$ cat src/rtl/vga_fill_ctrl_if.sv
// Framebuffer write-port bundle: CPU store path, fill command channel and the
// single arbitrated write port toward the color framebuffer.
interface vga_fill_ctrl_if;
  logic        i_cpuWrite;
  logic [31:0] i_cpuAddr;
  logic [31:0] i_cpuData;
  logic [1:0]  i_cpuSize;

  // Command channel is valid/ready: a command transfers on a rising edge where
  // i_cmdValid and o_cmdReady are both high; the source must hold every
  // i_cmd* field stable and keep i_cmdValid high until that edge.
  logic        i_cmdValid;
  logic        o_cmdReady;
  logic [6:0]  i_cmdX0;
  logic [6:0]  i_cmdY0;
  logic [7:0]  i_cmdW;
  logic [7:0]  i_cmdH;
  logic [3:0]  i_cmdColor;
  logic        i_abort;

  logic        o_memWrite;
  logic [31:0] o_pxlAddr;
  logic [31:0] o_pxlData;
  logic [1:0]  o_size;
  logic        o_busy;
  logic        o_done;
  logic [1:0]  o_state;

  modport slave (
    input  i_cpuWrite, i_cpuAddr, i_cpuData, i_cpuSize,
    input  i_cmdValid, i_cmdX0, i_cmdY0, i_cmdW, i_cmdH, i_cmdColor, i_abort,
    output o_cmdReady, o_memWrite, o_pxlAddr, o_pxlData, o_size,
    output o_busy, o_done, o_state
  );

  modport master (
    output i_cpuWrite, i_cpuAddr, i_cpuData, i_cpuSize,
    output i_cmdValid, i_cmdX0, i_cmdY0, i_cmdW, i_cmdH, i_cmdColor, i_abort,
    input  o_cmdReady, o_memWrite, o_pxlAddr, o_pxlData, o_size,
    input  o_busy, o_done, o_state
  );
endinterface

$ cat src/rtl/vga_fill_ctrl.sv
// Shares the framebuffer write port between CPU stores (always granted) and a
// rectangle-fill engine that uses idle cycles for byte / aligned-word writes.
module vga_fill_ctrl #(
  parameter int COLS = 80,
  parameter int ROWS = 120
) (
  input  logic            i_clk,
  input  logic            i_rst_n,
  vga_fill_ctrl_if.slave  bus
);

  typedef enum logic [1:0] {
    S_IDLE = 2'd0,
    S_FILL = 2'd1,
    S_DONE = 2'd2
  } state_e;

  localparam logic [8:0] COLS9 = 9'(COLS);
  localparam logic [8:0] ROWS9 = 9'(ROWS);

  state_e     state_q, state_d;
  logic [6:0] x0_q, x0_d;
  logic [6:0] col_q, col_d;
  logic [6:0] row_q, row_d;
  logic [7:0] xend_q, xend_d;
  logic [7:0] yend_q, yend_d;
  logic [3:0] color_q, color_d;

  logic [8:0] x_sum, y_sum;
  logic [7:0] x_clip, y_clip;
  logic       degenerate;
  logic       eng_wr;
  logic       use_word;
  logic       row_last;
  logic [7:0] col_ext, span, col_next;

  // Clip bounds in 9 bits so X0+W / Y0+H can never wrap before the min().
  assign x_sum      = {2'b00, bus.i_cmdX0} + {1'b0, bus.i_cmdW};
  assign y_sum      = {2'b00, bus.i_cmdY0} + {1'b0, bus.i_cmdH};
  assign x_clip     = (x_sum > COLS9) ? COLS9[7:0] : x_sum[7:0];
  assign y_clip     = (y_sum > ROWS9) ? ROWS9[7:0] : y_sum[7:0];
  assign degenerate = (bus.i_cmdW == 8'd0) || (bus.i_cmdH == 8'd0) ||
                      ({2'b00, bus.i_cmdX0} >= COLS9) ||
                      ({2'b00, bus.i_cmdY0} >= ROWS9);

  assign eng_wr   = (state_q == S_FILL) && !bus.i_cpuWrite;
  assign col_ext  = {1'b0, col_q};
  assign span     = xend_q - col_ext;
  assign use_word = (col_q[1:0] == 2'b00) && (span >= 8'd4);
  assign col_next = col_ext + (use_word ? 8'd4 : 8'd1);
  assign row_last = (({1'b0, row_q} + 8'd1) == yend_q);

  always_ff @(posedge i_clk) begin
    if (!i_rst_n) begin
      state_q <= S_IDLE;
      x0_q    <= '0;
      col_q   <= '0;
      row_q   <= '0;
      xend_q  <= '0;
      yend_q  <= '0;
      color_q <= '0;
    end else begin
      state_q <= state_d;
      x0_q    <= x0_d;
      col_q   <= col_d;
      row_q   <= row_d;
      xend_q  <= xend_d;
      yend_q  <= yend_d;
      color_q <= color_d;
    end
  end

  always_comb begin
    state_d = state_q;
    x0_d    = x0_q;
    col_d   = col_q;
    row_d   = row_q;
    xend_d  = xend_q;
    yend_d  = yend_q;
    color_d = color_q;
    case (state_q)
      S_IDLE: begin
        if (bus.i_cmdValid) begin
          x0_d    = bus.i_cmdX0;
          col_d   = bus.i_cmdX0;
          row_d   = bus.i_cmdY0;
          xend_d  = x_clip;
          yend_d  = y_clip;
          color_d = bus.i_cmdColor;
          state_d = degenerate ? S_DONE : S_FILL;
        end
      end
      S_FILL: begin
        // Cursor only advances on cycles the engine actually owns the port.
        if (eng_wr) begin
          if (col_next == xend_q) begin
            col_d = x0_q;
            row_d = row_q + 7'd1;
            if (row_last) state_d = S_DONE;
          end else begin
            col_d = col_next[6:0];
          end
        end
        if (bus.i_abort) state_d = S_DONE;
      end
      S_DONE:  state_d = S_IDLE;
      default: state_d = S_IDLE;
    endcase
  end

  always_comb begin
    bus.o_memWrite = bus.i_cpuWrite;
    bus.o_pxlAddr  = bus.i_cpuAddr;
    bus.o_pxlData  = bus.i_cpuData;
    bus.o_size     = bus.i_cpuSize;
    if (eng_wr) begin
      bus.o_memWrite = 1'b1;
      bus.o_pxlAddr  = {17'd0, row_q, 1'b0, col_q};
      bus.o_pxlData  = {8{color_q}};
      bus.o_size     = use_word ? 2'b10 : 2'b00;
    end
  end

  assign bus.o_cmdReady = (state_q == S_IDLE);
  assign bus.o_busy     = (state_q == S_FILL);
  assign bus.o_done     = (state_q == S_DONE);
  assign bus.o_state    = state_q;

endmodule

$ cat src/flat_wrapper.sv
// flat-port wrapper written by rule: the top's interface ports become plain ports
module vga_fill_ctrl_flat 
#(
  parameter int COLS = 80,
  parameter int ROWS = 120
)
  (i_clk, i_rst_n, bus_i_cpuWrite, bus_i_cpuAddr, bus_i_cpuData, bus_i_cpuSize, bus_i_cmdValid, bus_i_cmdX0, bus_i_cmdY0, bus_i_cmdW, bus_i_cmdH, bus_i_cmdColor, bus_i_abort, bus_o_cmdReady, bus_o_memWrite, bus_o_pxlAddr, bus_o_pxlData, bus_o_size, bus_o_busy, bus_o_done, bus_o_state);
  vga_fill_ctrl_if bus_i ();
  input  logic i_clk;
  input  logic i_rst_n;
  input wire logic [$bits(bus_i.i_cpuWrite)-1:0] bus_i_cpuWrite;
  input wire logic [$bits(bus_i.i_cpuAddr)-1:0] bus_i_cpuAddr;
  input wire logic [$bits(bus_i.i_cpuData)-1:0] bus_i_cpuData;
  input wire logic [$bits(bus_i.i_cpuSize)-1:0] bus_i_cpuSize;
  input wire logic [$bits(bus_i.i_cmdValid)-1:0] bus_i_cmdValid;
  input wire logic [$bits(bus_i.i_cmdX0)-1:0] bus_i_cmdX0;
  input wire logic [$bits(bus_i.i_cmdY0)-1:0] bus_i_cmdY0;
  input wire logic [$bits(bus_i.i_cmdW)-1:0] bus_i_cmdW;
  input wire logic [$bits(bus_i.i_cmdH)-1:0] bus_i_cmdH;
  input wire logic [$bits(bus_i.i_cmdColor)-1:0] bus_i_cmdColor;
  input wire logic [$bits(bus_i.i_abort)-1:0] bus_i_abort;
  output wire logic [$bits(bus_i.o_cmdReady)-1:0] bus_o_cmdReady;
  output wire logic [$bits(bus_i.o_memWrite)-1:0] bus_o_memWrite;
  output wire logic [$bits(bus_i.o_pxlAddr)-1:0] bus_o_pxlAddr;
  output wire logic [$bits(bus_i.o_pxlData)-1:0] bus_o_pxlData;
  output wire logic [$bits(bus_i.o_size)-1:0] bus_o_size;
  output wire logic [$bits(bus_i.o_busy)-1:0] bus_o_busy;
  output wire logic [$bits(bus_i.o_done)-1:0] bus_o_done;
  output wire logic [$bits(bus_i.o_state)-1:0] bus_o_state;
  assign bus_i.i_cpuWrite = bus_i_cpuWrite;
  assign bus_i.i_cpuAddr = bus_i_cpuAddr;
  assign bus_i.i_cpuData = bus_i_cpuData;
  assign bus_i.i_cpuSize = bus_i_cpuSize;
  assign bus_i.i_cmdValid = bus_i_cmdValid;
  assign bus_i.i_cmdX0 = bus_i_cmdX0;
  assign bus_i.i_cmdY0 = bus_i_cmdY0;
  assign bus_i.i_cmdW = bus_i_cmdW;
  assign bus_i.i_cmdH = bus_i_cmdH;
  assign bus_i.i_cmdColor = bus_i_cmdColor;
  assign bus_i.i_abort = bus_i_abort;
  assign bus_o_cmdReady = bus_i.o_cmdReady;
  assign bus_o_memWrite = bus_i.o_memWrite;
  assign bus_o_pxlAddr = bus_i.o_pxlAddr;
  assign bus_o_pxlData = bus_i.o_pxlData;
  assign bus_o_size = bus_i.o_size;
  assign bus_o_busy = bus_i.o_busy;
  assign bus_o_done = bus_i.o_done;
  assign bus_o_state = bus_i.o_state;
  vga_fill_ctrl #(.COLS(COLS), .ROWS(ROWS)) u_core (.i_clk(i_clk), .i_rst_n(i_rst_n), .bus(bus_i));
endmodule
$ cat config.mk
export PLATFORM = sky130hd
export DESIGN_NAME = vga_fill_ctrl_flat
export DESIGN_NICKNAME = d
export VERILOG_FILES = /design/src/rtl/vga_fill_ctrl_if.sv /design/src/rtl/vga_fill_ctrl.sv /design/src/flat_wrapper.sv
export SDC_FILE = /design/constraint.sdc
export NUM_CORES = 1
export LEC_CHECK = 0
export BUFFER_PORTS_ARGS = -buffer_cell sky130_fd_sc_hd__buf_2
export CORE_MARGIN = 8
export CORE_UTILIZATION = 48
export DETAILED_ROUTE_END_ITERATION = 7
export HOLD_SLACK_MARGIN = 0.08
export PLACE_DENSITY_LB_ADDON = 0.2
export REMOVE_ABC_BUFFERS = 1
export SYNTH_ARGS = -nofsm -noshare
export SYNTH_HDL_FRONTEND = slang
export SYNTH_SLANG_ARGS = --single-unit
$ cat constraint.sdc
create_clock -name i_clk -period 4.34 [get_ports i_clk]
set_clock_uncertainty 0.15 [all_clocks]
set_input_delay 0.217 -clock i_clk [delete_from_list [all_inputs] [get_ports i_clk]]
set_output_delay 0.217 -clock i_clk [all_outputs]
set_load 0.01 [all_outputs]
==> results.sh <==
export IMPL_status="finished, final reports clean"
export IMPL_overflow=0
export IMPL_root_buffer="clkbuf_8"
export IMPL_grt_usage=0.227
export IMPL_p_per_area_nw_per_um2=281
export IMPL_final_hold_viol_count=0
export IMPL_hold_worst_slack_ns=0.105
export IMPL_h_tree_depth=2
export IMPL_timing_fmax_mhz=240
export IMPL_io_buffers=176
export IMPL_path_class="reg2reg"
export IMPL_core_area_sq_um=7770
export IMPL_dp_cells=770
export IMPL_clkSinkCount=43
export IMPL_syn_inst=513
export IMPL_fin_nets=821
export IMPL_cts_tree="yes"
export IMPL_clock_path_buffers=2
export IMPL_die_area_sq_um=11200
export IMPL_ys_flop_type="dfxtp_1"
export IMPL_fin_util=0.658
export IMPL_ys_ff_latch=43
export IMPL_clk_latency_ns=0.30
export IMPL_finalPower_mw=1.43
export IMPL_cp_required_ns=4.34
export IMPL_layout_commonest_cell="buf_2"
export IMPL_worst_pin_slew_ns=0.865
export IMPL_slowest_stage="or4_1"
export IMPL_arrival_ns=4.17
export IMPL_cap_violations=0
export IMPL_crit_chain="inv_1, ha_1, or3_1, a21oi_1, o2111ai_1, a221o_1, and2_1, ha_4, nand3_1, a32oi_2, xor2_2, nand4_2, or4_1, a21oi_1, nor3_1"
export IMPL_postRouteAntennaNets=0
export IMPL_avgSynthCellArea_sq_um=7.54
export IMPL_initial_core_util=0.498
export IMPL_crit_path_max_fanout=6
export IMPL_gp_congestion=0.905
export IMPL_via_per_inst=5.50
export IMPL_cp_common_cell="a21oi_1"
export IMPL_critPathLaunchType="flop"
export IMPL_critical_path_max_stage_delay_ns=0.50
export IMPL_async_flop_share=0
export IMPL_io_pins=177
export IMPL_antenna_found_initial=0
export IMPL_drive_gt1_frac=0.315
export IMPL_fin_cells=790
export IMPL_finalSetupViolCount=0
export IMPL_cts_buffers=5
export IMPL_finalWirelength_mm=13.4
export IMPL_end_kind="flop"
export IMPL_holdCritPathClass="in2reg"
export IMPL_synth_edf_count=0
export IMPL_dp_hpwl_mm=10.6
export IMPL_yosys_warnings=0
export IMPL_nFillCells=713
export IMPL_area_growth_pct=32.2
export IMPL_grt_pass1_vias=4252
export IMPL_report_final_slew_viol_count=0
export IMPL_firstDrtPassIters=4
export IMPL_seq_area_frac_synth=0.223
export IMPL_synth_cell_types=58
export IMPL_drc=0
export IMPL_vias=4348
export IMPL_synth_area_sq_um=3870
export IMPL_post_drt_wl_per_cell_um=17.0
export IMPL_period_share=0.960
export IMPL_grt_pass1_wl_mm=21.1
export IMPL_leakage_nw=2.60
export IMPL_drt_iter0_markers=229
export IMPL_rows=32
export IMPL_fin_tns_setup_ns=0
export IMPL_max_slew_margin=0.421
export IMPL_max_vdd_ir_drop_mv=0.145
export IMPL_mostFrequentLayoutCells="176 x buf_2, 81 x nand2_1, 40 x dfxtp_1"
export IMPL_grt_max_degree=33
export IMPL_clk_pin_slew_worst_paths_ns=0.09
export IMPL_die_y_um=106
export IMPL_fin_crit_ns=4.17
export IMPL_die_x_um=106
export IMPL_antenna_cells=0
==> layer usage <==
metal	GRT usage	vias up	share of wire
met4	0.0744	0	0.018
met2	0.412	172	0.49
met3	0.0481	17	0.072
met1	0.256	1997	0.42
met5	0	-	0
li1	-	2162	-
==> layout make-up <==
cell class / instances / area [sq um] / area share
timing repair buffer: 193 / 1040 / 0.203
inverter: 28 / 105 / 0.0206
clock buffer: 6 / 72.6 / 0.0142
multi-input combinational: 416 / 2850 / 0.557
tap: 102 / 128 / 0.0250
sequential: 43 / 865 / 0.169
clock inverter: 2 / 60.1 / 0.0117
==> repair_timing <==
item                                    4_1_cts  5_1_grt
buffers inserted                              0        1
endpoints found under the setup margin        1       15
hold endpoints to repair                     12        0
pin swaps                                     2        4
hold buffers                                 11        0
resized for setup                             1        9
==> power breakdown <==
part           switching (mW)  internal, mW  leakage (nW)  total (mW)
Sequential             0.0368         0.426         0.354       0.463
Clock                   0.142         0.230        0.0654       0.372
Combinational           0.321         0.278          2.18       0.599
Total                   0.500         0.934          2.60        1.43
==> critical path: cells and delay by family, from the launching register on <==
family	cells	cell delay [ns]
xor gates and xnor gates	1	0.21
adders and majority gates	2	0.62
buffers and inverters	1	0.09
AOI/OAI and AO/OA	5	1.22
and+or+nand+nor	6	1.36
DFF	1	0.37
==> synthesized netlist by cell type (4+ instances only) <==
| cell type | number | share of area |
|---|---|---|
| nand2_1 | 81 | 0.079 |
| dfxtp_1 | 43 | 0.22 |
| a21o_1 | 39 | 0.076 |
| a21oi_1 | 35 | 0.045 |
| o21ai_0 | 31 | 0.040 |
| inv_1 | 28 | 0.027 |
| and2_1 | 26 | 0.042 |
| ha_1 | 26 | 0.084 |
| clkbuf_1 | 20 | 0.019 |
| nor2_1 | 18 | 0.017 |
| xnor2_1 | 16 | 0.036 |
| xor2_1 | 11 | 0.025 |
| nand2b_1 | 10 | 0.016 |
| nand3_1 | 9 | 0.012 |
| nor3_1 | 9 | 0.012 |
| o21a_1 | 8 | 0.016 |
| nand4_1 | 7 | 0.011 |
| o211ai_1 | 6 | 0.012 |
| o31ai_1 | 6 | 0.012 |
| and3_1 | 5 | 0.0081 |
| nor2b_1 | 5 | 0.0081 |
| nor4_1 | 5 | 0.0081 |
| a211oi_1 | 4 | 0.0078 |
| mux2i_1 | 4 | 0.010 |
| nor3b_1 | 4 | 0.0078 |
| o221a_2 | 4 | 0.012 |
| or2_2 | 4 | 0.0065 |
==> state kept, by name (all words and copies together) (netlist names) <==
name and cells:
u_core.xend_q 8, u_core.yend_q 8, u_core.col_q 7, u_core.row_q 7, u_core.x0_q 7, u_core.color_q 4
u_core.bus.o_state 2
==> cell families after synthesis <==
logic type | after synthesis | synth area share
adder cells (fa/ha/maj) | 29 | 0.0996
buffers and inverters | 54 | 0.0534
flip-flops | 43 | 0.223
AO/OA/AOI/OAI | 160 | 0.281
XOR/XNOR | 30 | 0.0786
AND/OR/NAND/NOR | 193 | 0.254
multiplexers | 4 | 0.0104
==> worst paths after layout <==
| check | startpoint | endpoint | slack, ns | depth (start not counted) |
|---|---|---|---|---|
| min | bus_i_cmdValid | u_core.bus.o_state[1] | 0.11 | 3 |
| max reg2reg | u_core.col_q[6] | u_core.row_q[3] | 0.17 | 15 |
| min reg2reg | u_core.color_q[3] | u_core.color_q[3] | 0.30 | 2 |
| max | u_core.col_q[6] | u_core.row_q[3] | 0.17 | 15 |
==> metrics by stage <==
step	worst slack, ns	instance area [sq um]
global route	-0.0297	5110
CTS	0.0222	5060
finish	0.173	5110
global placement	0.170	4810
floorplan	0.221	3770
detailed placement	0.0215	4810
(Power assumes the default switching activity.)
